==> src/rtl/input_pkg.sv <==
// Shared constants, coin FSM state type and per-player key decode for arcade_input_mapper.
package input_pkg;

  // Arrow keys match on the low 8 bits so extended and keypad codes both hit.
  localparam logic [7:0] SC_UP = 8'h75;
  localparam logic [7:0] SC_DN = 8'h72;
  localparam logic [7:0] SC_LF = 8'h6B;
  localparam logic [7:0] SC_RT = 8'h74;

  localparam logic [8:0] SC_P0_FIRE_A  = 9'h029;
  localparam logic [8:0] SC_P0_FIRE_B  = 9'h014;
  localparam logic [8:0] SC_P0_START_A = 9'h016;
  localparam logic [8:0] SC_P0_START_B = 9'h005;
  localparam logic [8:0] SC_P0_COIN    = 9'h02E;
  localparam logic [8:0] SC_P1_UP      = 9'h02D;
  localparam logic [8:0] SC_P1_DN      = 9'h02B;
  localparam logic [8:0] SC_P1_LF      = 9'h023;
  localparam logic [8:0] SC_P1_RT      = 9'h034;
  localparam logic [8:0] SC_P1_FIRE    = 9'h01C;
  localparam logic [8:0] SC_P1_START_A = 9'h01E;
  localparam logic [8:0] SC_P1_START_B = 9'h006;
  localparam logic [8:0] SC_P1_COIN    = 9'h036;
  localparam logic [8:0] SC_P2_START   = 9'h026;
  localparam logic [8:0] SC_P2_COIN    = 9'h03D;
  localparam logic [8:0] SC_P3_START   = 9'h025;
  localparam logic [8:0] SC_P3_COIN    = 9'h03E;
  localparam logic [8:0] SC_CHEAT      = 9'h003;

  localparam int JB_RIGHT = 0;
  localparam int JB_LEFT  = 1;
  localparam int JB_DOWN  = 2;
  localparam int JB_UP    = 3;
  localparam int JB_FIRE  = 4;
  localparam int JB_START = 5;
  localparam int JB_COIN  = 6;
  localparam int JB_AUTO  = 7;

  typedef enum logic [1:0] {IDLE, PULSE, GAP} coin_state_t;

  typedef struct packed {
    logic up;
    logic dn;
    logic lf;
    logic rt;
    logic fire;
    logic start;
    logic coin;
  } keyset_t;

  // One-hot-ish map of which key registers of player p a scan code addresses.
  function automatic keyset_t key_decode(input int p, input logic [8:0] sc);
    keyset_t k;
    k = '0;
    case (p)
      0: begin
        k.up    = (sc[7:0] == SC_UP);
        k.dn    = (sc[7:0] == SC_DN);
        k.lf    = (sc[7:0] == SC_LF);
        k.rt    = (sc[7:0] == SC_RT);
        k.fire  = (sc == SC_P0_FIRE_A) || (sc == SC_P0_FIRE_B);
        k.start = (sc == SC_P0_START_A) || (sc == SC_P0_START_B);
        k.coin  = (sc == SC_P0_COIN);
      end
      1: begin
        k.up    = (sc == SC_P1_UP);
        k.dn    = (sc == SC_P1_DN);
        k.lf    = (sc == SC_P1_LF);
        k.rt    = (sc == SC_P1_RT);
        k.fire  = (sc == SC_P1_FIRE);
        k.start = (sc == SC_P1_START_A) || (sc == SC_P1_START_B);
        k.coin  = (sc == SC_P1_COIN);
      end
      2: begin
        k.start = (sc == SC_P2_START);
        k.coin  = (sc == SC_P2_COIN);
      end
      3: begin
        k.start = (sc == SC_P3_START);
        k.coin  = (sc == SC_P3_COIN);
      end
      default: ;
    endcase
    return k;
  endfunction

endpackage

==> src/rtl/input_coin_chan.sv <==
// One coin channel: fixed-length pulse, guard gap, and a single pending request slot.
import input_pkg::*;

module input_coin_chan #(
  parameter int COIN_PULSE = 1200000,
  parameter int COIN_GAP   = 1200000
) (
  input  logic clk,
  input  logic rst_n,
  input  logic i_req,
  output logic o_coin
);

  localparam int CMAX = (COIN_PULSE > COIN_GAP) ? COIN_PULSE : COIN_GAP;
  localparam int CW   = (CMAX > 1) ? $clog2(CMAX) : 1;

  coin_state_t   r_state;
  logic [CW-1:0] r_cnt;
  logic          r_pend;
  logic          r_req_d;
  logic          r_coin;
  logic          w_rise;
  logic          w_zero;

  assign w_rise = i_req & ~r_req_d;
  assign w_zero = (r_cnt == '0);
  assign o_coin = r_coin;

  always_ff @(posedge clk or negedge rst_n) begin
    if (!rst_n) begin
      r_state <= IDLE;
      r_cnt   <= '0;
      r_pend  <= 1'b0;
      r_req_d <= 1'b0;
      r_coin  <= 1'b0;
    end else begin
      r_req_d <= i_req;
      case (r_state)
        IDLE: begin
          if (w_rise) begin
            r_state <= PULSE;
            r_cnt   <= CW'(COIN_PULSE - 1);
            r_coin  <= 1'b1;
          end
        end
        PULSE: begin
          if (w_rise) r_pend <= 1'b1;
          if (w_zero) begin
            r_state <= GAP;
            r_cnt   <= CW'(COIN_GAP - 1);
            r_coin  <= 1'b0;
          end else begin
            r_cnt <= r_cnt - 1'b1;
          end
        end
        GAP: begin
          // An edge landing on the last gap cycle starts the next pulse directly.
          if (w_zero) begin
            if (r_pend || w_rise) begin
              r_state <= PULSE;
              r_cnt   <= CW'(COIN_PULSE - 1);
              r_coin  <= 1'b1;
              r_pend  <= 1'b0;
            end else begin
              r_state <= IDLE;
            end
          end else begin
            r_cnt <= r_cnt - 1'b1;
            if (w_rise) r_pend <= 1'b1;
          end
        end
        default: r_state <= IDLE;
      endcase
    end
  end

endmodule

==> src/rtl/arcade_input_mapper.sv <==
// Player input front end: PS/2 key decode, joystick merge/rotate, coin channels.
// Optional autofire square wave is enabled with `define INPUT_AUTOFIRE_EN.
import input_pkg::*;

module arcade_input_mapper #(
  parameter int PLAYERS         = 2,
  parameter int COIN_PULSE      = 1200000,
  parameter int COIN_GAP        = 1200000,
  parameter int AUTOFIRE_PERIOD = 600000
) (
  input  logic                   clk_sys,
  input  logic                   RESET_N,
  input  logic [10:0]            ps2_key,
  input  logic [16*PLAYERS-1:0]  joystick,
  input  logic                   rotate,
  input  logic                   coin_on_start,
  output logic [4*PLAYERS-1:0]   dir,
  output logic [PLAYERS-1:0]     fire,
  output logic [PLAYERS-1:0]     start,
  output logic [PLAYERS-1:0]     coin,
  output logic                   cheat
);

`ifdef INPUT_AUTOFIRE_EN
  localparam int JW = 8;
  localparam int AW = (AUTOFIRE_PERIOD > 1) ? $clog2(AUTOFIRE_PERIOD) : 1;

  logic [AW-1:0] r_af_cnt;
  logic          r_af_sq;

  always_ff @(posedge clk_sys or negedge RESET_N) begin
    if (!RESET_N) begin
      r_af_cnt <= '0;
      r_af_sq  <= 1'b1;
    end else if (r_af_cnt == AW'(AUTOFIRE_PERIOD - 1)) begin
      r_af_cnt <= '0;
      r_af_sq  <= ~r_af_sq;
    end else begin
      r_af_cnt <= r_af_cnt + 1'b1;
    end
  end
`else
  localparam int JW = 7;
  logic w_unused_cfg;
  assign w_unused_cfg = (AUTOFIRE_PERIOD > 0);
`endif

  logic r_primed;
  logic r_tog;
  logic r_cheat_key;
  logic r_cheat;
  logic w_evt;

  // The prime cycle only captures the toggle so a high level at reset release is not an event.
  assign w_evt = r_primed & (ps2_key[10] ^ r_tog);
  assign cheat = r_cheat;

  always_ff @(posedge clk_sys or negedge RESET_N) begin
    if (!RESET_N) begin
      r_primed    <= 1'b0;
      r_tog       <= 1'b0;
      r_cheat_key <= 1'b0;
      r_cheat     <= 1'b0;
    end else begin
      r_primed <= 1'b1;
      r_tog    <= ps2_key[10];
      if (w_evt && (ps2_key[8:0] == SC_CHEAT)) r_cheat_key <= ps2_key[9];
      r_cheat <= r_cheat_key;
    end
  end

  for (genvar p = 0; p < PLAYERS; p++) begin : g_pl
    keyset_t         w_hit;
    keyset_t         w_raw;
    keyset_t         r_keys;
    logic [15:0]     w_joy;
    logic [JW-1:0]   r_joy;
    logic [3:0]      w_dir;
    logic [3:0]      r_dir;
    logic            w_fire;
    logic            r_fire;
    logic            r_start;
    logic            w_req;
    logic            w_unused_joy;

    assign w_hit        = key_decode(p, ps2_key[8:0]);
    assign w_joy        = joystick[16*p +: 16];
    assign w_unused_joy = ^w_joy[15:JW];

    always_ff @(posedge clk_sys or negedge RESET_N) begin
      if (!RESET_N) begin
        r_keys <= '0;
        r_joy  <= '0;
      end else begin
        if (w_evt) r_keys <= (r_keys & ~w_hit) | (w_hit & {7{ps2_key[9]}});
        r_joy <= w_joy[JW-1:0];
      end
    end

    assign w_raw = r_keys | {r_joy[JB_UP], r_joy[JB_DOWN], r_joy[JB_LEFT], r_joy[JB_RIGHT],
                             r_joy[JB_FIRE], r_joy[JB_START], r_joy[JB_COIN]};
    // Rotated cabinet: up<-left, down<-right, left<-down, right<-up.
    assign w_dir = rotate ? {w_raw.lf, w_raw.rt, w_raw.dn, w_raw.up}
                          : {w_raw.up, w_raw.dn, w_raw.lf, w_raw.rt};
`ifdef INPUT_AUTOFIRE_EN
    assign w_fire = w_raw.fire | (r_joy[JB_AUTO] & r_af_sq);
`else
    assign w_fire = w_raw.fire;
`endif
    assign w_req = w_raw.coin | (coin_on_start & w_raw.start);

    always_ff @(posedge clk_sys or negedge RESET_N) begin
      if (!RESET_N) begin
        r_dir   <= '0;
        r_fire  <= 1'b0;
        r_start <= 1'b0;
      end else begin
        r_dir   <= w_dir;
        r_fire  <= w_fire;
        r_start <= w_raw.start;
      end
    end

    assign dir[4*p +: 4] = r_dir;
    assign fire[p]       = r_fire;
    assign start[p]      = r_start;

    input_coin_chan #(
      .COIN_PULSE (COIN_PULSE),
      .COIN_GAP   (COIN_GAP)
    ) u_coin (
      .clk    (clk_sys),
      .rst_n  (RESET_N),
      .i_req  (w_req),
      .o_coin (coin[p])
    );
  end

endmodule

==> config.mk <==
export PLATFORM = sky130hd
export DESIGN_NAME = arcade_input_mapper
export DESIGN_NICKNAME = d
export VERILOG_FILES = /design/src/rtl/input_pkg.sv /design/src/rtl/input_coin_chan.sv /design/src/rtl/arcade_input_mapper.sv
export SDC_FILE = /design/constraint.sdc
export NUM_CORES = 1
export LEC_CHECK = 0
export CORE_AREA = 2 2 90 114
export CTS_CLUSTER_SIZE = 14
export DETAILED_ROUTE_END_ITERATION = 12
export DIE_AREA = 0 0 92 116
export PLACE_DENSITY = 0.75
export SLEW_MARGIN = 20
export SYNTH_ARGS = -nofsm -noshare
export SYNTH_HDL_FRONTEND = slang
export SYNTH_SLANG_ARGS = --single-unit
==> constraint.sdc <==
create_clock -name clk_sys -period 2 [get_ports clk_sys]
set_clock_uncertainty 0.05 [all_clocks]
set_input_delay 0.4 -clock clk_sys [delete_from_list [all_inputs] [get_ports clk_sys]]
set_output_delay 0.4 -clock clk_sys [all_outputs]
set_load 0.005 [all_outputs]
==> impl_metrics.toml <==
[routing]
route.vias.total = 4487
totalWireLength_mm = 13.1
drt_iter0_markers = 188
routed_via_density = 5.87
drc = 0
wire_per_inst_um = 17.2
first_pass_iters = 5
antenna_left = 0

[floorplan]
dieWidth_um = 92
core_mm2 = 0.00951
die_h_um = 116
ioPinCount = 62
start_util_pct = 49.4
die_area_mm2 = 0.0107
row_count = 40

[setup_path]
crit_buf_inv = 2
crit_arrival_ps = 2360
critPathTopFamily = "simple AND/OR/NAND/NOR gates"
worst_setup_path_end_kind = "register"
startpoint_type = "register"
required_ps = 2170
critPathMaxFanout = 3
slowest_delay_ps = 420
cp_cell_sequence = "inv_2, ha_4, nor4b_4, nand3_2, nor3_4, nand2b_4, buf_4, o21ai_0, o2bb2ai_1"
critPathKind = "reg2reg"
slowest_stage = "dfrtp_1"

[cts]
root_buffer = "clkbuf_16"
clock-sinks = 96
htreeDepth = 3
cts.path.max_buffers = 2
cts_tree = "built"
clk_pin_slew_ps = 70
insertion_delay_ps = 350
numCtsBuffers = 9

[global_routing]
grt_max_degree = 39
grt_pass1_vias = 4467
grt_util_met1_pct = 26.5
use_met3_pct = 3.32
antenna_found_initial = 0
grt_use_met2_pct = 45.0
grt-busiest-layer = "met2"
track_usage_pct = 24.0
grt_pass1_wl_mm = 20.2
gr-total-overflow = 0

[sta]
hold_viol = 0
max_slew_margin_pct = 64.3
slew_violations = 0
rsz0062_at_grt = "yes"
timing.final.ws_setup_ps = -194
worst_hold_slack_ps = 328
fmax_mhz = 456
period_needed_ps = 2190
tightest_slew_ps = 533
setup_viol = 22
timing.final.crit_share_pct = 110

[synth]
ys.flop_type = "dfrtp_1"
yosysWarnings = 0
synth_cell_types = 55
synth_edf_count = 0
ys_ff_latch = 96
seq_area_frac_synth_pct = 51.2
async_flop_share_pct = 100
synth.avg_cell_area_um2 = 9.82
synth_cells = 478
synth_nets = 537
netlist_area_mm2 = 0.00469

[hold_path]
worstHoldPathType = "in2reg"

[place]
dp_slack_ps = -522
gp_congestion = 0.931
placed_area_mm2 = 0.00596
portBuffers = 43
dp_hpwl_mm = 8.42

[outcome]
status = "complete, but fails checks"
violations = "setup timing"

[layout]
mostFrequentLayoutCells = "buf_4, dfrtp_1, nor2_1"
syn2layout_area_growth_pct = 48.2
final_area_mm2 = 0.00696
final_net_count = 692
final_layout_size_suffix_gt1_share_pct = 36.2
antennaDiodeCount = 0
post-route-util_pct = 73.1
final_common_cell = "buf_4"

[power_and_ir_drop]
p_leak_nw = 2.94
p_per_area_mw_per_mm2 = 869
peakVddDrop_v = 0.000530
power_w = 0.00605

[run]
cap_violations = 0
==> worst paths after layout <==
path | slack (ps) | from | depth (start not counted) | to
max | -190 | g_pl[1].u_coin.r_cnt[1]$_DFFE_PN0P_ | 9 | g_pl[1].u_coin.r_cnt[15]$_DFFE_PN0P_
min | 330 | ps2_key[10] | 1 | r_tog$_DFF_PN0_
max reg2reg | -190 | g_pl[1].u_coin.r_cnt[1]$_DFFE_PN0P_ | 9 | g_pl[1].u_coin.r_cnt[15]$_DFFE_PN0P_
min reg2reg | 340 | r_cheat_key$_DFFE_PN0P_ | 0 | cheat$_DFF_PN0_
max in group asynchronous | 660 | RESET_N | 3 | g_pl[0].u_coin.r_cnt[10]$_DFFE_PN0P_
min in group asynchronous | 460 | RESET_N | 2 | g_pl[0].r_dir[2]$_DFF_PN0_
==> cell type report <==
class / count / area (um^2)
Sequential cell: 96 / 2400
Fill cell: 626 / 2550
Clock inverter: 6 / 91.3
Clock buffer: 10 / 239
Multi-Input combinational cell: 349 / 2530
Inverter: 13 / 48.8
Tap cell: 126 / 158
Timing Repair Buffer: 164 / 1490
==> kinds of logic after synthesis <==
group                    synth area share [%]
other                                  0.0799
AND/OR/NAND/NOR                          20.8
XOR/XNOR                                0.187
adder cells (fa/ha/maj)                  3.20
AO/OA/AOI/OAI                            18.1
flip-flops                               51.2
multiplexers                             3.12
buffers and inverters                    3.38
==> power breakdown <==
group / switching, W / internal [W] / total, W
clock: 0.000760 / 0.00114 / 0.00190
combinational: 0.00103 / 0.000997 / 0.00202
sequential: 0.0000754 / 0.00205 / 0.00213
==> metrics by stage <==
| stage | setup TNS [ps] | std cells |
|---|---|---|
| 2_1_floorplan | -15.9 | 478 |
| 3_3_place_gp | -12430 | 724 |
| 3_5_place_dp | -15520 | 724 |
| 4_1_cts | -140 | 752 |
| 5_1_grt | -5820 | 764 |
| 6_report | -2980 | 764 |
==> what timing repair did <==
item                                    in CTS  in global routing
pin swaps                                   15                 18
buffers inserted                            13                 12
gates cloned                                 0                  2
hold buffers                                 1                  0
endpoints found under the setup margin      36                 55
endpoints found under the hold margin       20                  0
gates resized for setup                     48                 61
==> synth_stat cells (12+ instances only) <==
cell	count	area share [%]
dfrtp_1	96	51
nor2_1	48	3.8
a21oi_1	40	4.3
o21ai_0	39	4.2
nand2_1	31	2.5
nor3_1	30	3.2
a31oi_1	20	2.7
inv_1	13	1.0
mux2_2	13	3.1
nand2b_1	13	1.7
nand3_1	13	1.4
ha_1	12	3.2
==> routing by layer <==
metal | up-vias | wire (um)
li1 | 2048 | -
met1 | 2208 | 5000
met2 | 180 | 7020
met3 | 51 | 566
met4 | 0 | 552
met5 | - | 0
No activity file was read; power rests on OpenSTA's default activity.
==> patch, RTL diff (same settings) <==
Encoding of `coin_state_t`: now one-hot (3 bits for 3 states).
--- a/src/rtl/input_pkg.sv
+++ b/src/rtl/input_pkg.sv
@@ -35,7 +35,7 @@
   localparam int JB_COIN  = 6;
   localparam int JB_AUTO  = 7;
 
-  typedef enum logic [1:0] {IDLE, PULSE, GAP} coin_state_t;
+  typedef enum logic [2:0] {IDLE = 3'b001, PULSE = 3'b010, GAP = 3'b100} coin_state_t;
 
   typedef struct packed {
     logic up;
Behaviour: no difference found for any inputs over 4 cycles, from zero or initial values and one cycle with RESET_N low; so few cycles prove little.
==> patch against the original RTL <==
The flow still finishes with violations (negative setup slack); count of clock-buffer cells in the layout is 1 higher; sequential cell count is 2 higher; synthesized area is 3.3% higher; final area is 7.1% higher; worst setup slack worse by 0.24 ns; routed wire length is 17% higher; global-route usage is 3.4 points higher.
Power is not compared: it rests on default switching activity, and its combinational part moved more than twofold at a synthesized area within 25%.
==> patch: results (changes against the original RTL) <==
Global-route wire length before repair = 22800 um (+13%)
Non-filler cells, final = 789 (+3.3%)
Unique masters post-synth = 65 (+18%)
Worst Setup Slack, final = -0.432 ns (-0.239 ns)
Failing checks = negative setup slack
Met3 usage = 5.01% (+1.7 points)
Wire length on met1 = 5470 um (+9.5%)
Synthesized net count = 545 (+1.5%)
Most frequent cells after synthesis = dfrtp_1, nor2_1, a21oi_1, o21ai_0
GPL Wtd Cong = 0.911 (-2.2%)
Worst Tran Pin Value = 0.544 ns (+0.0108 ns)
Sequential share of the synthesized area = 50.6% (-0.54 points)
WHS = 0.299 ns (-0.0290 ns)
Area contributors post-synth = dfrtp_1, mux2_2, a21oi_1
Post-CTS sizing = 91 (+90%)
Met2 wire length = 8340 um (+19%)
Slowest stage delay, CP = 0.57 ns (+0.15 ns)
Reg2reg start = g_pl[0].u_coin.r_cnt[11]$_DFFE_PN0P_
Layout cells sized above 1 = 42.2% (+6.0 points)
CP endpoint = g_pl[0].u_coin.r_cnt[6]$_DFFE_PN0P_
Critical path fanouts, max = 5 (+2)
Nets = 710 (+2.6%)
Syn_area_per_cell = 9.81 um2 (about the same)
Setup violators final = 55 (+150%)
Met2 Resource Use GR = 51.5% (+6.4 points)
Slowest cell on the critical path = or4_4
Iter 0 DRT Violations = 289 (+54%)
Maximum buffer depth of the clock tree = 2 (unchanged)
Pre-CTS worst setup slack = -0.610 ns (-0.0875 ns)
R2R depth = 8 (-1)
Post-DP HPWL = 8700 um (+3.3%)
Setup TNS = -14.28 ns (-11.29 ns)
M1 GR Usage = 29.9% (+3.4 points)
Crit path arrival time = 2.61 ns (+0.25 ns)
Final WL = 15400 um (+17%)
Met3 Wirelength = 821 um (+45%)
Status = finished with violations
Pin count of the biggest net entering global routing = 37 (-5.1%)
HP Start = ps2_key[10]
DR top layer = met4
Placed cells = 746 (+3.0%)
Total GRT Usage = 27.4% (+3.4 points)
## patch: cell count changes in the layout (fill, tap and decap cells not counted), sizes merged, moves of 7 or more
cell	delta
ha	-8
nand4	+9
a21oi	-8
nand2b	-7
or4	+10
buf	+17
or3	+10
a31oi	-13
## patch: worst max-delay path: cells and delay by family, from the launching register on
kind            cells  cell delay (ns)
simple gates        5             1.53
buf+inv             2             0.22
compound gates      1             0.11
flops               1             0.40
## patch: final cells by class
cell class	count	area, um2
Tap cell	126	158
Clock buffer	11	233
Multi-Input combinational cell	354	2850
Sequential cell	98	2450
Timing Repair Buffer	179	1630
Clock inverter	4	53.8
Inverter	16	62.6
Fill cell	592	2060
Timing Repair inverter	1	3.75
## patch: power by group
part | internal, uW | switching (uW)
logic | 137 | 132
clock network | 966 | 738
registers | 2020 | 20.9
## patch: cells by family after synthesis
kind of cell,synth area share (%)
buf+inv,3.97
simple gates,23.5
mux,3.92
xor+xnor,1.45
compound gates,15.5
other cells,0.0773
flops,50.6
fa+ha+maj,1.03
